File: src/rtl/mips_pkg.sv
// Shared definitions for the MIPS multiply/divide unit.
// Covers the op encodings, the FSM state type and small op decode helpers.
package mips_pkg;

    localparam logic [1:0] MD_MULT  = 2'b00;
    localparam logic [1:0] MD_MULTU = 2'b01;
    localparam logic [1:0] MD_DIV   = 2'b10;
    localparam logic [1:0] MD_DIVU  = 2'b11;

    typedef enum logic [1:0] {
        MD_IDLE,
        MD_CALC,
        MD_FIX
    } md_state_t;

    function automatic logic md_is_div(input logic [1:0] op);
        return op[1];
    endfunction

    function automatic logic md_is_signed(input logic [1:0] op);
        return ~op[0];
    endfunction

endpackage

File: src/rtl/mips_muldiv_step.sv
// One combinational multiply/divide iteration.
// In multiply mode it does a shift-add; in divide mode it does a restoring trial-subtract.
module mips_muldiv_step #(
    parameter int WIDTH = 32
) (
    input  logic [2*WIDTH-1:0] acc,
    input  logic [WIDTH-1:0]   operand,
    input  logic               mode,
    output logic [2*WIDTH-1:0] acc_next,
    output logic               q_bit
);

    logic [WIDTH:0]     sum;
    logic [WIDTH:0]     diff;
    logic [2*WIDTH-1:0] shifted;

    always_comb begin
        sum      = {1'b0, acc[2*WIDTH-1:WIDTH]} + {1'b0, operand};
        shifted  = {acc[2*WIDTH-2:0], 1'b0};
        // The bit shifted out of the remainder joins the trial subtraction, so no bit is lost.
        diff     = {acc[2*WIDTH-1], shifted[2*WIDTH-1:WIDTH]} - {1'b0, operand};
        acc_next = shifted;
        q_bit    = 1'b0;
        if (mode) begin
            if (!diff[WIDTH]) begin
                acc_next = {diff[WIDTH-1:0], shifted[WIDTH-1:0]};
                q_bit    = 1'b1;
            end
        end else if (acc[0]) begin
            acc_next = {sum, acc[WIDTH-1:1]};
        end else begin
            acc_next = {1'b0, acc[2*WIDTH-1:1]};
        end
    end

endmodule

File: src/rtl/mips_muldiv_unit.sv
// Iterative MULT/MULTU/DIV/DIVU unit with HI/LO registers and MTHI/MTLO writes.
// It works on magnitudes for WIDTH iterations, then applies the sign fixup in a final FIX cycle.
module mips_muldiv_unit
    import mips_pkg::*;
#(
    parameter int WIDTH = 32,
    parameter int CNT_W = 6
) (
    input  logic             Clk,
    input  logic             Rst_n,
    input  logic             Start,
    input  logic [1:0]       Op,
    input  logic [WIDTH-1:0] A,
    input  logic [WIDTH-1:0] B,
    input  logic             HiWE,
    input  logic [WIDTH-1:0] HiDin,
    input  logic             LoWE,
    input  logic [WIDTH-1:0] LoDin,
    output logic             Busy,
    output logic             Done,
    output logic [WIDTH-1:0] Hi,
    output logic [WIDTH-1:0] Lo
);

    md_state_t state, state_next;

    logic [CNT_W-1:0]   cnt;
    logic [2*WIDTH-1:0] acc;
    logic [2*WIDTH-1:0] step_acc;
    logic               step_q;
    logic [WIDTH-1:0]   opnd;
    logic               is_div;
    logic               neg_lo;
    logic               neg_hi;
    logic               div_zero;

    logic               start_ok;
    logic               a_neg, b_neg;
    logic [WIDTH-1:0]   a_mag, b_mag;
    logic [2*WIDTH-1:0] prod_res;
    logic [WIDTH-1:0]   quot, rem;
    logic [WIDTH-1:0]   hi_res, lo_res;

    mips_muldiv_step #(.WIDTH(WIDTH)) u_step (
        .acc      (acc),
        .operand  (opnd),
        .mode     (is_div),
        .acc_next (step_acc),
        .q_bit    (step_q)
    );

    always_comb begin
        start_ok = (state == MD_IDLE) && Start;
        a_neg    = md_is_signed(Op) & A[WIDTH-1];
        b_neg    = md_is_signed(Op) & B[WIDTH-1];
        a_mag    = a_neg ? -A : A;
        b_mag    = b_neg ? -B : B;
    end

    always_ff @(posedge Clk or negedge Rst_n) begin
        if (!Rst_n) state <= MD_IDLE;
        else        state <= state_next;
    end

    always_comb begin
        state_next = state;
        case (state)
            MD_IDLE: if (Start) state_next = MD_CALC;
            MD_CALC: if (cnt == CNT_W'(WIDTH - 1)) state_next = MD_FIX;
            MD_FIX:  state_next = MD_IDLE;
            default: state_next = MD_IDLE;
        endcase
    end

    always_comb begin
        Busy = (state != MD_IDLE);
    end

    // Multiply keeps the multiplier in the low half of acc; divide keeps the dividend there.
    always_ff @(posedge Clk or negedge Rst_n) begin
        if (!Rst_n) begin
            cnt      <= '0;
            acc      <= '0;
            opnd     <= '0;
            is_div   <= 1'b0;
            neg_lo   <= 1'b0;
            neg_hi   <= 1'b0;
            div_zero <= 1'b0;
        end else if (start_ok) begin
            cnt      <= '0;
            is_div   <= md_is_div(Op);
            neg_lo   <= a_neg ^ b_neg;
            neg_hi   <= a_neg;
            div_zero <= (B == '0);
            acc      <= md_is_div(Op) ? {{WIDTH{1'b0}}, a_mag} : {{WIDTH{1'b0}}, b_mag};
            opnd     <= md_is_div(Op) ? b_mag : a_mag;
        end else if (state == MD_CALC) begin
            cnt <= cnt + 1'b1;
            acc <= step_acc | {{(2*WIDTH-1){1'b0}}, step_q};
        end
    end

    always_comb begin
        prod_res = neg_lo ? -acc : acc;
        quot     = acc[WIDTH-1:0];
        rem      = acc[2*WIDTH-1:WIDTH];
        if (is_div) begin
            hi_res = neg_hi ? -rem : rem;
            lo_res = div_zero ? '1 : (neg_lo ? -quot : quot);
        end else begin
            hi_res = prod_res[2*WIDTH-1:WIDTH];
            lo_res = prod_res[WIDTH-1:0];
        end
    end

    always_ff @(posedge Clk or negedge Rst_n) begin
        if (!Rst_n) begin
            Hi   <= '0;
            Lo   <= '0;
            Done <= 1'b0;
        end else begin
            Done <= (state == MD_FIX);
            if (state == MD_FIX) begin
                Hi <= hi_res;
                Lo <= lo_res;
            end else if (state == MD_IDLE) begin
                if (HiWE) Hi <= HiDin;
                if (LoWE) Lo <= LoDin;
            end
        end
    end

endmodule

File: config.mk
export PLATFORM = sky130hd
export DESIGN_NAME = mips_muldiv_unit
export DESIGN_NICKNAME = d
export VERILOG_FILES = /design/src/rtl/mips_pkg.sv /design/src/rtl/mips_muldiv_step.sv /design/src/rtl/mips_muldiv_unit.sv
export SDC_FILE = /design/constraint.sdc
export NUM_CORES = 1
export LEC_CHECK = 0
export BUFFER_PORTS_ARGS = -buffer_cell sky130_fd_sc_hd__buf_2
export CAP_MARGIN = 20
export CORE_ASPECT_RATIO = 0.8
export CORE_MARGIN = 2
export CORE_UTILIZATION = 30
export DETAILED_ROUTE_END_ITERATION = 10
export PLACE_DENSITY_LB_ADDON = 0.3
export SLEW_MARGIN = 20
export SYNTH_ARGS = -nofsm -noshare
export SYNTH_HDL_FRONTEND = slang
export SYNTH_SLANG_ARGS = --single-unit
File: constraint.sdc
create_clock -name Clk -period 3.6 [get_ports Clk]
set_input_delay 0.18 -clock Clk [delete_from_list [all_inputs] [get_ports Clk]]
set_output_delay 0.18 -clock Clk [all_outputs]
set_load 0.05 [all_outputs]
# Word level (Yosys, flattened, before mapping)
# Index checks and enable logic that the tools add are counted.
[word_totals]
rom_bits = 0
input_bits = 135
latch_bits = 0
mem_bits_rw = 0
output_inout_bits = 66
memories = 0
ff_bits = 173
[classes]
n_lt_le_gt_ge = 0
shifts = 0
muxes = 28
n_reduce_logical = 11
n_bitwise = 5
n_div = 0
n_addsub = 8
n_mul = 0
eq_ne = 5
[op_table]
columns = ["cell", "n"]
rows = [
  ["2-to-1 mux 32 bit", 15],
  ["2-to-1 mux 64 bit", 6],
  ["negation 32 bit", 4],
  ["negation 64 bit", 1],
  ["bitwise OR 64 x 1 -> 64 bit", 1],
  ["adder 32 x 32 -> 33 bit", 1],
  ["subtractor 33 x 32 -> 33 bit", 1],
  ["zero test 32 bit", 1],
  ["2-to-1 mux 6 bit", 2],
  ["nonzero test 2 bit", 5],
  ["adder 6 x 1 -> 6 bit, second input constant", 1],
  ["equality test 6 x 5 -> 1 bit, second input constant", 1],
  ["AND reduction 2 bit", 3],
  ["2-to-1 mux 2 bit", 2],
  ["inequality test 2 bit, second input constant", 2],
  ["case mux 2 bit (2 select lines)", 1],
  ["AND 1 bit", 2],
  ["equality test 2 x 1 -> 1 bit, second input constant", 1],
  ["equality test 2 bit, second input constant", 1],
  ["zero test 2 bit", 1],
  ["2-to-1 mux 1 bit", 2],
  ["logical AND 1 bit", 1],
  ["inverter 1 bit", 1],
  ["bitwise XOR 1 bit", 1],
]

# Longest topological paths before layout
[depth]
ltp_word = 6
mapped_depth = 14
ltp_nobuf = 12

# Cells and area by module
# Synthesis repeated with hierarchy kept, for this count alone.
[hier_totals]
hier_cells = 2087
hier_area_um2 = 16079.2
[modules_own_cells]
columns = ["module", "cells_each", "area_per_inst_um2", "instances", "seq_area_each_um2"]
rows = [
  ["mips_muldiv_unit", 1375, 11257.0, 1, 4329.2],
  ["mips_muldiv_step", 712, 4822.1, 1, 0.0],
]

# Least setup slack after synthesis
# OpenSTA, ideal clock, no wires.
[synth_timing]
path_kind = "register -> register"
from = "reg acc[31]"
to = "reg acc[58]"
path_stages_with_launch = 14
arrival_time_ns = 3.109
path_slack_ns = 0.370
n_path_buf = 2
period_less_slack_ns = 3.230
path_cell_list = "dfrtp_1 -> inv_1 -> ha_1 -> fa_1 -> nand2b_1 -> a21o_1 -> a31oi_1 -> a41oi_1 -> a211o_1 -> o211ai_1 -> buf_2 -> buf_1 -> o211ai_1 -> a22o_1"
[synth_between]
elab_chain_cells = 6
[synth_rtl]
columns = ["item", "line_no", "rtl"]
rows = [
  ["start, declared", "mips_muldiv_unit.sv:28", "logic [2*WIDTH-1:0] acc;"],
  ["start signal, assigned", "mips_muldiv_unit.sv:95", "acc <= md_is_div(Op) ? {{WIDTH{1'b0}}, a_mag} : {{WIDTH{1'b0}}, b_mag};"],
  ["start signal, assigned", "mips_muldiv_unit.sv:99", "acc <= step_acc | {{(2*WIDTH-1){1'b0}}, step_q};"],
  ["subtractor 33 x 32 -> 33 bit", "mips_muldiv_step.sv:21", "diff = {acc[2*WIDTH-1], shifted[2*WIDTH-1:WIDTH]} - {1'b0, operand};"],
  ["2-to-1 mux 64 bit", "mips_muldiv_step.sv:25", "if (!diff[WIDTH]) begin"],
  ["2-to-1 mux 64 bit", "mips_muldiv_step.sv:24", "if (mode) begin"],
  ["bitwise OR 64 x 1 -> 64 bit", "mips_muldiv_unit.sv:99", ""],
  ["2-to-1 mux 64 bit", "mips_muldiv_unit.sv:97", "end else if (state == MD_CALC) begin"],
  ["2-to-1 mux 64 bit", "mips_muldiv_unit.sv:89", "end else if (start_ok) begin"],
]
# Every way passes these cells. The select of a mux whose other input is x is not followed.
# A chain may end at the register's enable or synchronous reset.

# Worst setup path after layout
[layout_timing]
from = "reg acc[31]"
to = "reg acc[57]"
# Same word-level chain as after synthesis.

==> results.json <==
{
  "drive_above_1_share_pct": 16.75,
  "synth_seq_cells": 173,
  "power_uw": 17950,
  "worst_slew_pin_slew_ps": 1043,
  "drv_slew": 0,
  "die_area_sq_um": 53650,
  "cap_violations": 0,
  "io_pins": 201,
  "track_usage_pct": 22.46,
  "ys_warn_count": 0,
  "relSlewSlack_pct": 30.36,
  "numCtsBuffers": 17,
  "antenna_found_initial": 2,
  "holdCritPathClass": "in2reg",
  "fin_skew_ps": 15.69,
  "fin_area_sq_um": 18480,
  "clockRootBuffer": "clkbuf_16",
  "cp.arrival_ps": 3830,
  "worstSetupPathType": "reg2reg",
  "post-place-ws_ps": 97.32,
  "hold_violations": 0,
  "final_core_util_pct": 36.16,
  "fmax_ghz": 0.2883,
  "critPathCaptureType": "flop",
  "period_needed_ps": 3468,
  "clk_pin_slew_worst_paths_ps": 80,
  "drtPass1Iterations": 6,
  "placed_area_sq_um": 17600,
  "grt_pass1_wl_um": 93180,
  "power_density_nw_per_um2": 971.4,
  "cts_num_sinks": 173,
  "mostFrequentLayoutCells": "259 x nand2_1, 223 x o21ai_0, 198 x buf_2",
  "status": "complete, no violations",
  "async_reset_ff_share_pct": 100.0,
  "met3_usage_pct": 5.897,
  "final_nets": 2426,
  "die_h_um": 207.6,
  "rsz0062_at_grt": "yes",
  "use_met1_pct": 33.63,
  "die_w_um": 258.5,
  "grt_max_degree": 76,
  "worst_slack_ps": 131.8,
  "leakage_uw": 0.008081,
  "yosysUniqueCellTypes": 81,
  "hpwl_um": 48970,
  "grt_pass1_vias": 15180,
  "synth_edf_count": 0,
  "period_share_pct": 96.34,
  "initial_core_util_pct": 30.41,
  "gp_congestion": 0.9642,
  "final_common_cell": "nand2_1",
  "post_synth.cell_area_avg_sq_um": 7.686,
  "syn_area_sq_um": 15540,
  "synth_ff_type": "dfrtp_1",
  "drtIter0Drc": 1783,
  "busiest_layer": "met1",
  "wl_per_cell_um": 21.27,
  "num_vias": 16170,
  "grt-ovfl-total": 0,
  "io_buffers": 200,
  "core_area_sq_um": 51110,
  "insertion_delay_ps": 480,
  "worst-path-max-fanout": 7,
  "drc": 0,
  "clockBufferDepth": 2,
  "via_per_inst": 5.541,
  "route.antenna.remaining_nets": 0,
  "yosysSeqAreaShare_pct": 27.86,
  "area_growth_pct": 18.93,
  "gr-usage-met2_pct": 31.77,
  "vdd_drop_max_uv": 429.4,
  "setup_viol": 0,
  "wl_um": 62060,
  "cts_tree": "built",
  "num_rows": 74,
  "required_ps": 3960,
  "finalSetupTns_ps": 0,
  "startpoint_type": "flop",
  "cts.htree.levels": 4,
  "netlist_instances": 2022,
  "syn_nets": 2228
}
==> metrics by stage <==
| step | std cells | hold WS (ps) |
|---|---|---|
| 2_1_floorplan | 2022 | -115.6 |
| 3_3_place_gp | 2860 | 267.4 |
| 3_5_place_dp | 2860 | 273.4 |
| 4_1_cts | 2916 | 0.5551 |
| 5_1_grt | 2917 | 10.13 |
| 6_report | 2918 | 14.65 |
==> power by group <==
| part | switching [uW] | internal [uW] |
|---|---|---|
| registers | 984 | 2680 |
| clock network | 981 | 998 |
| logic | 7580 | 4730 |
==> what timing repair did <==
item,in CTS,in global routing
setup buffers,0,1
hold buffers,24,0
gates resized for setup,0,6
hold endpoints to repair,96,0
endpoints found under the setup margin,0,26
==> cell families after synthesis <==
logic type / Yosys count / share of synthesized area (%)
AO/OA/AOI/OAI: 684 / 27.01
XOR/XNOR: 168 / 9.468
adder cells (fa/ha/maj): 71 / 5.813
buffers and inverters: 205 / 5.322
flip-flops: 173 / 27.86
multiplexers: 86 / 5.628
AND/OR/NAND/NOR: 635 / 18.90
==> path summary, 6_finish.rpt <==
check,cells after the start,slack (ps),end,from
min in group asynchronous,2,320,Hi[20]$_DFFE_PN0P_,Rst_n
min,3,10,Hi[5]$_DFFE_PN0P_,HiDin[5]
max reg2reg,13,130,acc[57]$_DFFE_PN0P_,acc[31]$_DFFE_PN0P_
max,13,130,acc[57]$_DFFE_PN0P_,acc[31]$_DFFE_PN0P_
max in group asynchronous,3,2240,acc[22]$_DFFE_PN0P_,Rst_n
min reg2reg,2,470,Lo[4]$_DFFE_PN0P_,Lo[4]$_DFFE_PN0P_
==> worst max-delay path, stage by stage (launching register included) <==
cell and delay [ps]:
dfrtp_1 340, inv_1 60, ha_1 230, fa_1 410, nand2b_1 180, a21o_1 210, a31oi_2 270, a41oi_2 210
a211o_1 340, o211ai_1 240, buf_4 260, a31oi_1 50, a211o_1 300, a32o_1 260
==> per-layer routing <==
metal | share of wire (%) | wire length [um]
met1 | 49 | 30190
met2 | 41 | 25270
met5 | 0.018 | 11
met3 | 8.8 | 5457
met4 | 1.8 | 1126
==> final cells by class <==
type	instances	area (sq um)
Clock buffer	18	429.2
Antenna cell	1	2.502
Tap cell	684	855.8
Sequential cell	173	4333
Inverter	67	251.5
Fill cell	5439	32630
Multi-Input combinational cell	1644	10440
Clock inverter	14	177.7
Timing Repair Buffer	317	1998
==> cell usage after synthesis (6+ instances only) <==
cell / number / area share [%]
nand2_1: 260 / 6.3
o21ai_0: 223 / 7.2
a21oi_1: 176 / 5.7
dfrtp_1: 173 / 28
nor2_1: 166 / 4.0
clkbuf_1: 102 / 2.5
xnor2_1: 93 / 5.2
mux2i_1: 75 / 4.8
xor2_1: 75 / 4.2
ha_1: 69 / 5.6
inv_1: 65 / 1.6
o211ai_1: 57 / 2.8
nor3_1: 42 / 1.4
o31ai_1: 34 / 1.6
a21o_1: 29 / 1.4
nand3_1: 28 / 0.90
o22ai_1: 27 / 1.1
buf_1: 24 / 0.58
or3_1: 21 / 0.85
a31oi_1: 19 / 0.76
a211oi_1: 18 / 0.87
nand2b_1: 18 / 0.72
nand4_1: 15 / 0.60
nor4_1: 14 / 0.56
nor2b_1: 13 / 0.52
o21a_1: 12 / 0.58
mux2_2: 11 / 0.80
o41ai_1: 10 / 0.56
or4_1: 10 / 0.48
or2_2: 9 / 0.36
a22oi_1: 8 / 0.39
o21bai_1: 8 / 0.39
a221oi_1: 7 / 0.39
o221ai_1: 7 / 0.39
and2_1: 6 / 0.24
o31a_1: 6 / 0.34
==> registers in the layout, indices dropped and copies added (netlist names), 2 cells and up <==
register and cells:
Lo 32, state 2, cnt 6, opnd 32, acc 64, Hi 32
Power figures use the tool's default switching activity.
